[config.mk]
export PLATFORM = sky130hd
export DESIGN_NAME = arcade_input_mapper
export DESIGN_NICKNAME = d
export VERILOG_FILES = /design/src/rtl/arcade_input_mapper.sv
export SDC_FILE = /design/constraint.sdc
export NUM_CORES = 1
export LEC_CHECK = 0
export ABC_AREA = 1
export CAP_MARGIN = 30
export CORE_MARGIN = 10
export CORE_UTILIZATION = 33
export CTS_CLUSTER_DIAMETER = 150
export CTS_CLUSTER_SIZE = 24
export DETAILED_ROUTE_END_ITERATION = 12
export SETUP_SLACK_MARGIN = 0.05
export SLEW_MARGIN = 30
export SYNTH_ARGS = -nofsm -noshare
export SYNTH_HDL_FRONTEND = slang
export SYNTH_SLANG_ARGS = --single-unit
export TNS_END_PERCENT = 30
[constraint.sdc]
create_clock -name clk_sys -period 5.8 [get_ports clk_sys]
set_input_delay 1.16 -clock clk_sys [delete_from_list [all_inputs] [get_ports clk_sys]]
set_output_delay 1.16 -clock clk_sys [all_outputs]
set_load 0.005 [all_outputs]
[src/rtl/arcade_input_mapper.sv]
// Arcade input front end: PS/2 keys + HPS joysticks -> registered per-player controls,
// rotation remap, opposing-direction cleanup, queued coin pulses. Autofire under ARCADE_INPUT_AUTOFIRE_EN.
module arcade_input_mapper #(
    parameter int          PLAYERS       = 2,
    parameter int          BUTTONS       = 1,
    parameter logic [15:0] COIN_PULSE    = 16'd40000,
    parameter bit          COIN_ON_START = 1'b1,
    parameter logic [23:0] AUTOFIRE_DIV  = 24'd2000000
) (
    input  logic               clk_sys,
    input  logic               reset,
    input  logic [10:0]        ps2_key,
    input  logic [15:0]        joystick_0,
    input  logic [15:0]        joystick_1,
    input  logic [1:0]         rotate,
    input  logic [BUTTONS-1:0] autofire,
    output logic [3:0]         p1_dir,
    output logic [3:0]         p2_dir,
    output logic [BUTTONS-1:0] p1_btn,
    output logic [BUTTONS-1:0] p2_btn,
    output logic [1:0]         start,
    output logic [1:0]         coin
);
    localparam int SB = 4 + BUTTONS;  // joystick start1 bit; start2 = SB+1, coin = SB+2

    typedef enum logic [1:0] {IDLE, HIGH, GAP} coin_state_t;

    logic       key_tog, primed, key_evt, pressed, ext;
    logic [7:0] code;
    logic [3:0] k1_dir, k2_dir, k1_btn, k2_btn;
    logic [3:0] k1_dir_n, k2_dir_n, k1_btn_n, k2_btn_n;
    logic [1:0] k_start, k_coin, k_start_n, k_coin_n;

    logic [3:0]         m1_dir, m2_dir;
    logic [BUTTONS-1:0] m1_btn, m2_btn, af_mask;
    logic [1:0]         start_m, req_raw, req_prev, req_edge;
    logic               unused_bits;

    assign pressed = ps2_key[9];
    assign ext     = ps2_key[8];
    assign code    = ps2_key[7:0];
    assign key_evt = primed & (ps2_key[10] ^ key_tog);

    always_comb begin
        k1_dir_n  = k1_dir;
        k2_dir_n  = k2_dir;
        k1_btn_n  = k1_btn;
        k2_btn_n  = k2_btn;
        k_start_n = k_start;
        k_coin_n  = k_coin;
        if (key_evt) begin
            // Arrow keys arrive with or without the extended prefix
            case (code)
                8'h75:   k1_dir_n[3] = pressed;
                8'h72:   k1_dir_n[2] = pressed;
                8'h6B:   k1_dir_n[1] = pressed;
                8'h74:   k1_dir_n[0] = pressed;
                default: ;
            endcase
            if (!ext) begin
                case (code)
                    8'h14, 8'h29: k1_btn_n[0]  = pressed;
                    8'h11:        k1_btn_n[1]  = pressed;
                    8'h12:        k1_btn_n[2]  = pressed;
                    8'h1A:        k1_btn_n[3]  = pressed;
                    8'h2D:        k2_dir_n[3]  = pressed;
                    8'h2B:        k2_dir_n[2]  = pressed;
                    8'h23:        k2_dir_n[1]  = pressed;
                    8'h34:        k2_dir_n[0]  = pressed;
                    8'h1C:        k2_btn_n[0]  = pressed;
                    8'h1B:        k2_btn_n[1]  = pressed;
                    8'h15:        k2_btn_n[2]  = pressed;
                    8'h1D:        k2_btn_n[3]  = pressed;
                    8'h16, 8'h05: k_start_n[0] = pressed;
                    8'h1E, 8'h06: k_start_n[1] = pressed;
                    8'h2E:        k_coin_n[0]  = pressed;
                    8'h36:        k_coin_n[1]  = pressed;
                    default: ;
                endcase
            end
        end
    end

    always_ff @(posedge clk_sys or posedge reset) begin
        if (reset) begin
            key_tog <= 1'b0;
            primed  <= 1'b0;
            k1_dir  <= '0;
            k2_dir  <= '0;
            k1_btn  <= '0;
            k2_btn  <= '0;
            k_start <= '0;
            k_coin  <= '0;
        end else begin
            key_tog <= ps2_key[10];
            primed  <= 1'b1;
            k1_dir  <= k1_dir_n;
            k2_dir  <= k2_dir_n;
            k1_btn  <= k1_btn_n;
            k2_btn  <= k2_btn_n;
            k_start <= k_start_n;
            k_coin  <= k_coin_n;
        end
    end

    // Merge uses the post-event key state so keys and joysticks share one cycle of latency
    always_comb begin
        m1_dir = k1_dir_n | joystick_0[3:0];
        m1_btn = k1_btn_n[BUTTONS-1:0] | joystick_0[SB-1:4];
        m2_dir = k2_dir_n | joystick_1[3:0];
        m2_btn = k2_btn_n[BUTTONS-1:0] | joystick_1[SB-1:4];
        if (PLAYERS == 1) begin
            m1_dir = m1_dir | joystick_1[3:0];
            m1_btn = m1_btn | joystick_1[SB-1:4];
            m2_dir = '0;
            m2_btn = '0;
        end
        start_m = k_start_n | joystick_0[SB+1:SB] | joystick_1[SB+1:SB];
        req_raw = k_coin_n | {1'b0, joystick_0[SB+2] | joystick_1[SB+2]}
                | (start_m & {2{COIN_ON_START}});
    end

    assign unused_bits = ^{joystick_0[15:SB+3], joystick_1[15:SB+3], k1_btn_n, k2_btn_n};

    function automatic logic [3:0] rot_clean(input logic [3:0] d, input logic [1:0] rot);
        logic [3:0] r;
        case (rot)
            2'd1:    r = {d[1], d[0], d[2], d[3]};
            2'd2:    r = {d[0], d[1], d[3], d[2]};
            default: r = d;
        endcase
        if (r[3] & r[2]) r[3:2] = 2'b00;
        if (r[1] & r[0]) r[1:0] = 2'b00;
        return r;
    endfunction

`ifdef ARCADE_INPUT_AUTOFIRE_EN
    logic [23:0] af_cnt;
    logic        af_phase;

    always_ff @(posedge clk_sys or posedge reset) begin
        if (reset) begin
            af_cnt   <= '0;
            af_phase <= 1'b1;
        end else if (af_cnt == AUTOFIRE_DIV - 24'd1) begin
            af_cnt   <= '0;
            af_phase <= ~af_phase;
        end else begin
            af_cnt <= af_cnt + 24'd1;
        end
    end
    assign af_mask = {BUTTONS{af_phase}} | ~autofire;
`else
    logic unused_af;
    assign unused_af = ^autofire;
    assign af_mask   = '1;
`endif

    always_ff @(posedge clk_sys or posedge reset) begin
        if (reset) begin
            p1_dir   <= '0;
            p2_dir   <= '0;
            p1_btn   <= '0;
            p2_btn   <= '0;
            start    <= '0;
            req_prev <= '0;
            req_edge <= '0;
        end else begin
            p1_dir   <= rot_clean(m1_dir, rotate);
            p2_dir   <= rot_clean(m2_dir, rotate);
            p1_btn   <= m1_btn & af_mask;
            p2_btn   <= m2_btn & af_mask;
            start    <= start_m;
            req_prev <= req_raw;
            req_edge <= req_raw & ~req_prev;
        end
    end

    for (genvar g = 0; g < 2; g++) begin : g_coin
        coin_state_t state, state_n;
        logic [15:0] cnt, cnt_n;
        logic [1:0]  pend, pend_n, pend_add;
        logic        pulse;

        // A request is queued before the GAP-expiry decision so a same-cycle request is not lost
        assign pend_add = (req_edge[g] && pend != 2'd3) ? pend + 2'd1 : pend;

        always_comb begin
            state_n = state;
            cnt_n   = cnt;
            pend_n  = pend;
            case (state)
                IDLE: begin
                    if (req_edge[g]) begin
                        state_n = HIGH;
                        cnt_n   = COIN_PULSE - 16'd1;
                    end
                end
                HIGH: begin
                    pend_n = pend_add;
                    if (cnt == '0) begin
                        state_n = GAP;
                        cnt_n   = COIN_PULSE - 16'd1;
                    end else begin
                        cnt_n = cnt - 16'd1;
                    end
                end
                GAP: begin
                    pend_n = pend_add;
                    if (cnt != '0) begin
                        cnt_n = cnt - 16'd1;
                    end else if (pend_add != '0) begin
                        state_n = HIGH;
                        cnt_n   = COIN_PULSE - 16'd1;
                        pend_n  = pend_add - 2'd1;
                    end else begin
                        state_n = IDLE;
                    end
                end
                default: state_n = IDLE;
            endcase
        end

        always_ff @(posedge clk_sys or posedge reset) begin
            if (reset) begin
                state <= IDLE;
                cnt   <= '0;
                pend  <= '0;
                pulse <= 1'b0;
            end else begin
                state <= state_n;
                cnt   <= cnt_n;
                pend  <= pend_n;
                pulse <= (state_n == HIGH);
            end
        end

        assign coin[g] = pulse;
    end
endmodule

* Word-level counts from Yosys, hierarchy flattened *
Index checks and enable logic that the tools add are counted.

storage, ports and cells
  flip-flop bits (word level) = 74
  bits in latches = 0
  RAM bits = 0
  ROM bits = 0
  bits of input ports = 48
  output and inout port bits = 14
  logic and storage cells = 155
  memories = 0

operators by class
  $add $sub $neg = 6
  multipliers = 0
  divide/modulo/power cells = 0
  magnitude comparators = 0
  eq/ne operators = 31
  shifts and indexed selects = 0
  mux-type cells = 59
  bitwise operators = 17
  reductions and logical operators = 19

operators by type and width
  kind                                                  number
  2-to-1 mux 16 bit                                     8
  case mux 16 bit (3 select lines)                      2
  equality test 8 x 6 -> 1 bit (second input constant)  7
  2-to-1 mux 2 bit                                      20
  equality test 8 x 5 -> 1 bit (second input constant)  4
  equality test 8 x 7 -> 1 bit (second input constant)  4
  logical NOT 16 bit                                    2
  nonzero test 16 bit                                   2
  subtractor 16 x 1 -> 16 bit (second input constant)   2
  2-to-1 mux 1 bit                                      20
  equality test 8 x 3 -> 1 bit (second input constant)  2
  case mux 4 bit (2 select lines)                       2
  2-to-1 mux 4 bit                                      3
  case mux 2 bit (3 select lines)                       2
  equality test 2 x 1 -> 1 bit (second input constant)  5
  inequality test 2 bit (second input constant)         4
  OR 4 bit                                              2
  case mux 2 bit (2 select lines)                       2
  nonzero test 2 bit                                    4
  equality test 2 bit (second input constant)           3
  inequality test 3 bit (second input constant)         2
  OR 2 bit                                              3
  AND reduction 3 bit                                   2
  nonzero test 3 bit                                    2
  other kinds (11)                                      23

* Depth between registers and ports, before layout *
Gate-level depths: netlist of run 1.

  depth after elaboration = 9
  mapped depth = 13
  gate-level depth less buffers = 13

* Worst setup path after synthesis of run 1 *
No wires, ideal clock.

  path type = input to register
  from = in ps2_key[7]
  to = reg req_edge[0]
  library setup time = 0.119 ns
  arrival = 2.094 ns
  required time = 5.681 ns
  setup slack = 3.587 ns
  cell stages on the path = 8
  path buffers = 0
  path through = nor2_2 nand3_1 o22ai_1 nand2_1 o21ai_0 nand2_1 nor2_1 nor2_1

between the ends
  word-level cells in the longest chain between the ends = 9

ends and longest elaborated chain
  what                                                                                 line  RTL
  start, declared                                                                      12    input logic [10:0] ps2_key,
  equality test 8 x 5 -> 1 bit / equality test 8 x 3 -> 1 bit (equally long branches)  61    case (code)
  OR reduction 2 bit (*)                                                               61
  2-to-1 mux 1 bit (*)                                                                 61
  2-to-1 mux 2 bit (*)                                                                 60    if (!ext) begin
  2-to-1 mux 2 bit (*)                                                                 51    if (key_evt) begin
  OR 2 bit (*) (2 in a row)                                                            118   start_m = k_start_n | joystick_0[SB+1:SB] | joystick_1[SB+1:SB];
  net start_m[0]                                                                       36    logic [1:0] start_m, req_raw, req_prev, req_edge;
  OR 2 bit (*)                                                                         120   | (start_m & {2{COIN_ON_START}});
  AND 2 bit (*)                                                                        175   req_edge <= req_raw & ~req_prev;
  end signal, assigned                                                                 175
  end, declared                                                                        36

Mark *: on every way through the listed nets, which the timed path passes. The rest lies on a longest branch.
A chain may end at the register's enable or synchronous reset.

* Worst setup path after layout of run 1 *
  from = in ps2_key[5]
  to = reg p2_dir[3]

between the ends
  word-level cells in the longest chain between the ends = 8

ends and longest elaborated chain
  what                                 line  RTL
  equality test 8 x 6 -> 1 bit         61
  2-to-1 mux 1 bit                     61
  2-to-1 mux 4 bit (*)                 60
  2-to-1 mux 4 bit (*)                 51
  OR 4 bit (*)                         110   m2_dir = k2_dir_n | joystick_1[3:0];
  case mux 4 bit (2 select lines) (*)  127   case (rot)
  AND 1 bit                            132   if (r[3] & r[2]) r[3:2] = 2'b00;
  2-to-1 mux 2 bit (*)                 132
  end signal, assigned                 170   p2_dir <= rot_clean(m2_dir, rotate);
  end, declared                        18    output logic [3:0] p2_dir,

Every way passes the cells marked *; elsewhere a longest branch is shown, timed or not.

==> results of run 1 <==
[power groups by stage]
stage               registers [mW]  logic, mW  clock network, mW
finish                       0.617      0.786              0.605
global route                 0.626      0.905              0.646
CTS                          0.617      0.794              0.620
detailed placement           0.625      0.789                  0
global placement             0.626      0.790                  0
floorplan                    0.615      0.603                  0
[cells in the mapped netlist, types with 3 or more instances]
cell type    n
nand4_1      7
clkbuf_1     3
a22oi_1      7
nand3_1     58
a21oi_1     29
nand3_2      6
nor2_4       4
nor2_2       8
o21ai_2      6
inv_2        3
dfrtp_1     74
nand3b_1     3
nor2_1      71
xor2_1       7
inv_1      111
buf_2        3
buf_6        3
nand2_2      4
o21ai_0     32
nand2_1    179
ha_1        15
o21bai_1     6
nor3_1       6
[sequential cells by signal (all words and copies together), names as in the netlist, 2 cells and up]
register and flops:
g_coin.cnt 32, g_coin.pend 4, g_coin.state 4, k1_dir 4, k2_dir 4, p1_dir 4, p2_dir 4, g_coin.pulse 2
k_coin 2, k_start 2, req_edge 2, req_prev 2, start 2
[worst max-delay path, cell delays in order]
cell	delay [ps]
clkdlybuf4s50_1	550
inv_1	100
nor2_2	110
nand3_1	90
nor2_2	200
nand2_1	90
nand2_1	60
nand2_1	70
nand2_1	80
nand2_1	50
nand3_1	100
nand2_1	60
a21oi_1	150
[path summary, 6_finish.rpt]
kind                                    from                to  depth (start not counted)
max in group asynchronous              reset   g_coin[1].pulse                          3
setup reg to reg           g_coin[1].pend[0]  g_coin[1].cnt[4]                          9
hold / removal                   req_prev[0]       req_edge[0]                          1
hold reg to reg                  req_prev[0]       req_edge[0]                          1
min in group asynchronous              reset   g_coin[0].pulse                          2
setup / recovery                  ps2_key[5]         p2_dir[3]                         13
[area by class of cell]
type,instances,area (µm²),area share
Sequential cell,74,1850,0.324
Inverter,116,444,0.0776
Clock buffer,9,225,0.0394
Multi-Input combinational cell,474,2430,0.424
Clock inverter,7,93.8,0.0164
Timing Repair Buffer,45,448,0.0783
Tap cell,184,230,0.0402
[layer usage]
metal,vias to the layer above,track usage,share of wire
met5,-,0,0
met4,0,0.0500,0.020
met3,15,0.0252,0.043
met2,70,0.188,0.47
met1,1843,0.134,0.46
li1,2234,-,-
[cell families after synthesis]
group,after synthesis
AND/OR/NAND/NOR,354
buffers and inverters,128
AO/OA/AOI/OAI,93
flip-flops,74
adder cells (fa/ha/maj),15
XOR/XNOR,9
multiplexers,2
other,1
[cell usage in the layout, fill, tap and decap left out, types with 2 or more instances in the layout]
cell type / netlist / layout
clkinv_2: 0 / 3
nor4_1: 2 / 2
clkbuf_16: 0 / 9
dfrtp_1: 74 / 74
xnor2_1: 2 / 2
o21ai_1: 2 / 2
a21oi_1: 29 / 29
nand2_2: 4 / 4
inv_1: 111 / 110
nor2_2: 8 / 8
xor2_1: 7 / 7
ha_1: 15 / 15
nor3_1: 6 / 6
o22ai_1: 2 / 2
o21a_1: 2 / 2
nor2_4: 4 / 4
mux2i_1: 2 / 2
clkinvlp_4: 0 / 2
nand4_1: 7 / 7
nor2_1: 71 / 71
clkdlybuf4s50_1: 0 / 44
nand3b_1: 3 / 3
o21ai_0: 32 / 32
inv_2: 3 / 3
nand3_2: 6 / 6
o21ai_2: 6 / 6
o21bai_1: 6 / 6
nand2_1: 179 / 179
nand3_1: 58 / 58
bufinv_16: 0 / 2
a22oi_1: 7 / 7
[metrics by stage]
stage                     area (µm²)  hold slack [ps]  instances
after floorplan                 4800              378        676
after global placement          5400              382        893
after detailed placement        5400              394        893
after CTS                       5720              402        909
after global routing            5720              413        909
final                           5720              399        909
==> results_dict.tcl, run 1 <==
set metrics [dict create \
    core_um2 14400 \
    synth-main-ff-cell "dfrtp_1" \
    drive_gt1_frac 0.0772 \
    rows 44 \
    finalWeightedCongestion 0.850 \
    htreeDepth 3 \
    synth_top_area_cell "dfrtp_1" \
    synth_compound_area_frac 0.116 \
    nets 783 \
    rsz0062_at_grt "false" \
    final_util 0.398 \
    portBuffers 44 \
    cap_violations 0 \
    die_w_um 141 \
    pin_count 62 \
    cts_tree "yes" \
    root_buffer "clkbuf_16" \
    wirelength_um 10800 \
    worst_pin_slew_ps 666 \
    post-place-ws_ps 2790 \
    crit_type "primary input to flip-flop" \
    nFillCells 1466 \
    synthMuxAreaShare 0.00417 \
    cts_hold_repair.buffers 0 \
    hold_path.class "flip-flop to flip-flop" \
    switchingPower_uw 781 \
    drv_slew 0 \
    antenna_found_initial 0 \
    hold_violations 0 \
    drt_pass1_iterations 4 \
    synthArstFlopShare 1.00 \
    cts_made_buffers 9 \
    diodes 0 \
    grt_max_degree 52 \
    fin_setup_tns_ps 0 \
    grt_pass1_vias 4083 \
    track_usage 0.112 \
    power_density_nw_per_um2 351 \
    dp_hpwl_um 8130 \
    yosysSeqAreaShare 0.386 \
    ys_top_cells_by_area "dfrtp_1 (39%), nand2_1 (14%), inv_1 (8.7%)" \
    routedWlPerCell_um 11.9 \
    outcome "complete, no violations" \
    dr_total_vias 4162 \
    cts_resized 0 \
    p_total_mw 2.01 \
    synthSimpleGateAreaFrac 0.329 \
    finalCritPeriodShare 0.453 \
    fp.dieArea_um2 19800 \
    drc 0 \
    pwr-share-clk 0.301 \
    syn_avg_cell_area_um2 7.10 \
    die-height_um 141 \
    clock_path_buffers 2 \
    start_util 0.334 \
    power_frac_comb 0.391 \
    fin_ws_ps 3170 \
    clk_latency_ps 340 \
    initialDrtViolationCount 119 \
    synth_top_family_by_area "simple AND/OR/NAND/NOR gates" \
    p_leak_nw 2.87 \
    area_delta_synth_final_pct 19.2 \
    path_max_fanout 5 \
    slew_headroom 0.556 \
    yosys.area.top_type_share 0.386 \
    r2r_setup_slack_ps 3750 \
    postRouteAntennaNets 0 \
    synth_xor_area_frac 0.0164 \
    synth_cell_type_count 47 \
    synth_nets 739 \
    via_per_inst 4.58 \
    critical_path_required_ps 6050 \
    worstPathArrival_ps 2880 \
    period_needed_ps 2630 \
    setup_viol 0 \
    cts_setup_buffers 0 \
    synthCells 676 \
    ir_drop_v 0.000207 \
    clock_sinks 74 \
    fmax_mhz 380 \
    synth-seq-cells 74 \
    netlist_area_um2 4800 \
    cts.clk_slew.worst_paths_ps 60 \
    p_int_mw 1.23 \
    yosysWarnings 0 \
    power_frac_seq 0.308 \
    switching_share 0.389 \
    critPathLaunchType "primary input" \
    grt_pass1_wl_um 18800 \
    overflow 0 \
    fin_skew_ps 3.58 \
    synthAdderAreaFrac 0.0391 \
    cp-end-kind "flip-flop" \
    synth_edf_count 0 \
]
Power figures use the tool's default switching activity.
==> run 2, diff against run 1 <==
clock period = 2.55 ns   (was 5.8 ns; I/O delays follow)
==> run 2 against run 1 <==
  * Design area about the same
  * Total power increased by 120%
  * Register-to-register slack got worse by 3300 ps
  * Clock skew up 5.5 ps
  * Sequential share of layout area barely moved
  * Critical path type is now flip-flop to flip-flop
  * Highest routed layer unchanged
==> results_dict.tcl, run 2 (synthesized netlist as in run 1, its figures left out) <==
set metrics [dict create \
    p_int_mw 2.70 \
    dr_total_vias 4199 \
    power_density_nw_per_um2 783 \
    nFillCells 1499 \
    startpoint "g_coin[1].pend[0]" \
    area_delta_synth_final_pct 19.2 \
    root_buffer "clkbuf_16" \
    grt.met2_usage 0.191 \
    cts_setup_buffers 0 \
    worstPathArrival_ps 2270 \
    crit_type "flip-flop to flip-flop" \
    seqCellArea_um2 1850 \
    overflow 0 \
    start_util 0.334 \
    drt_pass1_iterations 5 \
    post-place-ws_ps 195 \
    fin_setup_tns_ps 0 \
    mostFrequentLayoutCells "nand2_1 (179), inv_1 (110), dfrtp_1 (74)" \
    pwr-share-clk 0.286 \
    crit_chain "ha_1 -> inv_1 -> nand2_1 -> a21oi_1 -> nor2_1 -> nand3_2 -> nand2_4 -> nor2_2 -> a21oi_1" \
    track_usage 0.111 \
    portBuffers 44 \
    drc 0 \
    critPathLaunchType "flip-flop" \
    grt_pass1_vias 4157 \
    fin_ws_ps 468 \
    fp.dieArea_um2 19800 \
    multi_input_area_um2 2430 \
    core_um2 14400 \
    slew_headroom 0.628 \
    finalWeightedCongestion 0.808 \
    grt_max_degree 34 \
    antenna_found_initial 0 \
    cp-end-kind "flip-flop" \
    grt_pass1_wl_um 18600 \
    p_total_mw 4.48 \
    cts_hold_repair.buffers 0 \
    drv_slew 0 \
    busiest_layer "met2" \
    finalCritPeriodShare 0.816 \
    nets 784 \
    cts_tree "yes" \
    worst_pin_slew_ps 558 \
    power_frac_comb 0.401 \
    fmax_mhz 480 \
    switchingPower_mw 1.78 \
    worstSetupEndpoint "g_coin[1].cnt[12]" \
    p_leak_nw 2.87 \
    power_frac_seq 0.313 \
    wirelength_um 10700 \
    setup_viol 0 \
    cts_made_buffers 9 \
    cap_violations 0 \
    regMostFlops "g_coin.cnt" \
    r2r-end "g_coin[1].cnt[12]" \
    die_w_um 141 \
    max_stage_delay_ps 440 \
    fin_skew_ps 9.08 \
    die-height_um 141 \
    critical_path_required_ps 2740 \
    period_needed_ps 2080 \
    hold_path.class "flip-flop to flip-flop" \
    rows 44 \
    initialDrtViolationCount 214 \
    switching_share 0.397 \
    r2r_cells 9 \
    outcome "complete, no violations" \
    clock_path_buffers 2 \
    rsz0062_at_grt "false" \
    path_common_cell "a21oi_1" \
    met1_usage 0.129 \
    mostFrequentLayoutCell "nand2_1" \
    hold_violations 0 \
    drive_gt1_frac 0.0785 \
    pin_count 62 \
    htreeDepth 3 \
    slowest_stage "nor2_2" \
    dp_hpwl_um 8080 \
    diodes 0 \
    clk_latency_ps 340 \
    cts_resized 0 \
    met3_usage 0.0222 \
    largest_reg_flops 32 \
    via_per_inst 4.61 \
    clock_sinks 74 \
    ir_drop_v 0.000379 \
    postRouteAntennaNets 0 \
    r2r-start "g_coin[1].pend[0]" \
    cts.clk_slew.worst_paths_ps 60 \
    r2r_setup_slack_ps 470 \
    path_max_fanout 16 \
    routedWlPerCell_um 11.8 \
]
## run 2: cell types whose count changed in the layout (fill, tap and decap cells not counted), sizes merged
cell,previous run,this run
clkinv,4,3
bufinv,2,1
inv,115,117
buf,1,2
## run 2: worst min path at each step
stage / from / to / cells after the start
2_1_floorplan: req_prev[0] / req_edge[0] / 1
3_3_place_gp: req_prev[0] / req_edge[0] / 1
3_5_place_dp: req_prev[0] / req_edge[0] / 1
4_1_cts: req_prev[0] / req_edge[0] / 1
5_1_grt: req_prev[0] / req_edge[0] / 1
6_report: req_prev[0] / req_edge[0] / 1
## run 2: area by class of cell
class | instances | area share
Clock buffer | 9 | 0.0394
Clock inverter | 7 | 0.0133
Inverter | 116 | 0.0776
Multi-Input combinational cell | 474 | 0.424
Sequential cell | 74 | 0.324
Tap cell | 184 | 0.0402
Timing Repair Buffer | 46 | 0.0818
## run 2: critical path: cells and delay by family (launching register included)
| kind | cells | cell delay, ps |
|---|---|---|
| buf+inv | 1 | 50 |
| simple gates | 5 | 880 |
| flops | 1 | 410 |
| fa+ha+maj | 1 | 210 |
| compound gates | 2 | 400 |
## run 2: per-layer routing
metal	vias up	part of all wire	wire length (µm)
met5	-	0	0
met4	0	0.0039	42
met3	2	0.036	389
met2	53	0.49	5310
met1	1912	0.46	4980
li1	2232	-	-
## run 2: per-stage QoR
step | cells | hold WS, ps | instance area (µm²) | utilization
3_5_place_dp | 894 | 389 | 5420 | 0.377
6_report | 910 | 404 | 5720 | 0.398
2_1_floorplan | 676 | 378 | 4800 | -
5_1_grt | 910 | 422 | 5720 | 0.398
3_3_place_gp | 894 | 383 | 5420 | 0.377
4_1_cts | 910 | 408 | 5720 | 0.398
## run 2: power by group through the flow
stage | logic, mW | registers (mW) | clock network, mW
2_1_floorplan | 1.37 | 1.40 | 0
3_3_place_gp | 1.78 | 1.42 | 0
3_5_place_dp | 1.79 | 1.42 | 0
4_1_cts | 1.79 | 1.40 | 1.32
5_1_grt | 2.08 | 1.42 | 1.37
6_report | 1.79 | 1.40 | 1.28
==> run 3, diff against run 2 <==
clock period = 1.9 ns   (was 2.55 ns; I/O delays follow)
==> run 3 against run 2 <==
  * Global-route usage grew 0.48 points
  * Design area increased by 11%
  * Hold slack worse by 140 ps
  * Final cell count up 5.9%
  * Clock power increased by 27%
  * Sequential share of layout area down 3.1 points
  * Clock skew decreased by 3.6 ps
  * Critical path type unchanged
  * Largest power group unchanged
==> results_dict.tcl, run 3 (synthesized netlist as in run 1, its figures left out) <==
set metrics [dict create \
    finalWeightedCongestion 0.850 \
    initialDrtViolationCount 143 \
    finalCritPeriodShare 0.928 \
    portBuffers 44 \
    path_max_fanout 7 \
    max_stage_delay_ps 420 \
    clk_latency_ps 330 \
    fin_skew_ps 5.49 \
    overflow 0 \
    antenna_found_initial 0 \
    power_density_nw_per_um2 1010 \
    cpLargestDelayFamily "flip-flops" \
    cts.clk_slew.worst_paths_ps 60 \
    mostFrequentLayoutCells "nand2_1 (170), inv_1 (104), dfrtp_1 (74)" \
    dp_hpwl_um 8690 \
    start_util 0.334 \
    drv_slew 0 \
    die-height_um 141 \
    fmax_mhz 567 \
    root_buffer "clkbuf_16" \
    critPathLaunchType "flip-flop" \
    path_common_cell "nand3_2" \
    routedWlPerCell_um 11.9 \
    cts_made_buffers 9 \
    area_delta_synth_final_pct 31.9 \
    cp-end-kind "flip-flop" \
    outcome "complete, no violations" \
    htreeDepth 3 \
    grt_max_degree 25 \
    cap_violations 0 \
    rsz0062_at_grt "true" \
    drive_gt1_frac 0.194 \
    cts_tree "yes" \
    clock_sinks 74 \
    hold_violations 0 \
    crit_chain "ha_2 -> inv_2 -> nand2_4 -> xor2_2 -> nand2_1 -> nand2_2 -> nand3_2 -> o21ai_4 -> clkinv_4 -> nand3_2 -> o21ai_2" \
    placed_cell_area_um2 5780 \
    die_w_um 141 \
    pin_count 62 \
    clock_path_buffers 2 \
    fin_setup_tns_ps 0 \
    p_leak_nw 3.22 \
    period_needed_ps 1760 \
    ir_drop_v 0.000523 \
    grt_pass1_vias 4275 \
    crit_buf_inv 2 \
    via_per_inst 4.60 \
    crit_type "flip-flop to flip-flop" \
    nets 838 \
    hold_path.class "primary input to flip-flop" \
    diodes 0 \
    wirelength_um 11400 \
    dr_total_vias 4433 \
    rows 44 \
    grt_pass1_wl_um 19500 \
    setup_viol 0 \
    fp.dieArea_um2 19800 \
    track_usage 0.115 \
    mostFrequentLayoutCell "nand2_1" \
    drc 0 \
    largest_reg_flops 32 \
    hold_ws_ps 265 \
    regMostFlops "g_coin.cnt" \
    core_um2 14400 \
    drt_pass1_iterations 4 \
    slowest_stage "dfrtp_1" \
    stdcell_area_um2 6330 \
    worstPathArrival_ps 1990 \
    postRouteAntennaNets 0 \
    critical_path_required_ps 2120 \
]
-- run 3: cell count changes in the layout (fill, tap and decap cells not counted), moves of 7 or more --
| cell | change |
|---|---|
| buf_4 | +49 |
| clkdlybuf4s50_1 | -8 |
| dlymetal6s2s_1 | +8 |
| nand2_1 | -9 |
| nand2_2 | +7 |
| nor2_1 | -12 |
| nor2_2 | +10 |
-- run 3: per-layer routing --
metal,track usage,share of wire
met5,0,0
met4,0.0310,0.010
met3,0.0292,0.037
met2,0.195,0.48
met1,0.142,0.47
-- run 3: path summary, 6_finish.rpt --
path | from | endpoint | slack [ps] | cells past startpoint
setup / recovery | g_coin[0].pend[0] | g_coin[0].cnt[9] | 140 | 11
hold / removal | ps2_key[10] | key_tog | 270 | 1
setup reg to reg | g_coin[0].pend[0] | g_coin[0].cnt[9] | 140 | 11
hold reg to reg | req_prev[0] | req_edge[0] | 390 | 1
max in group asynchronous | reset | g_coin[1].cnt[13] | 1090 | 3
min in group asynchronous | reset | g_coin[0].cnt[6] | 380 | 2
-- run 3: final cells by class --
| type | count | area [µm²] |
|---|---|---|
| Clock buffer | 11 | 243 |
| Clock inverter | 5 | 38.8 |
| Fill cell | 1438 | 8040 |
| Inverter | 116 | 447 |
| Multi-Input combinational cell | 474 | 2590 |
| Sequential cell | 74 | 1850 |
| Tap cell | 184 | 230 |
| Timing Repair Buffer | 99 | 927 |
| Timing Repair inverter | 1 | 6.26 |
-- run 3: report_power, final --
| part | switching [mW] | internal [mW] |
|---|---|---|
| combinational | 1.69 | 1.18 |
| clock | 0.692 | 0.925 |
| sequential | 0.144 | 1.74 |
| total | 2.53 | 3.85 |
-- run 3: worst reg2reg max path: stages, from the launching register on --
cell and delay (ps):
dfrtp_1 420, ha_2 190, inv_2 60, nand2_4 60
xor2_2 190, nand2_1 90, nand2_2 70, nand3_2 80
o21ai_4 150, clkinv_4 170, nand3_2 110, o21ai_2 50
-- run 3: through the flow --
step                worst slack (ps)   util  std cells  power [mW]
detailed placement              -314  0.402        938        4.58
floorplan                        159      -        676        3.72
finish                           137  0.441        964        6.38
CTS                             60.2  0.423        955        6.23
global placement                -321  0.402        938        4.57
global route                    6.82  0.441        964        6.89
-- run 3: repair_timing --
item,4_1_cts,5_1_grt
pin swaps,0,20
gates cloned,0,1
buffers inserted,1,8
resized for setup,1,62
hold buffers,0,0
endpoints found under the setup margin,10,50
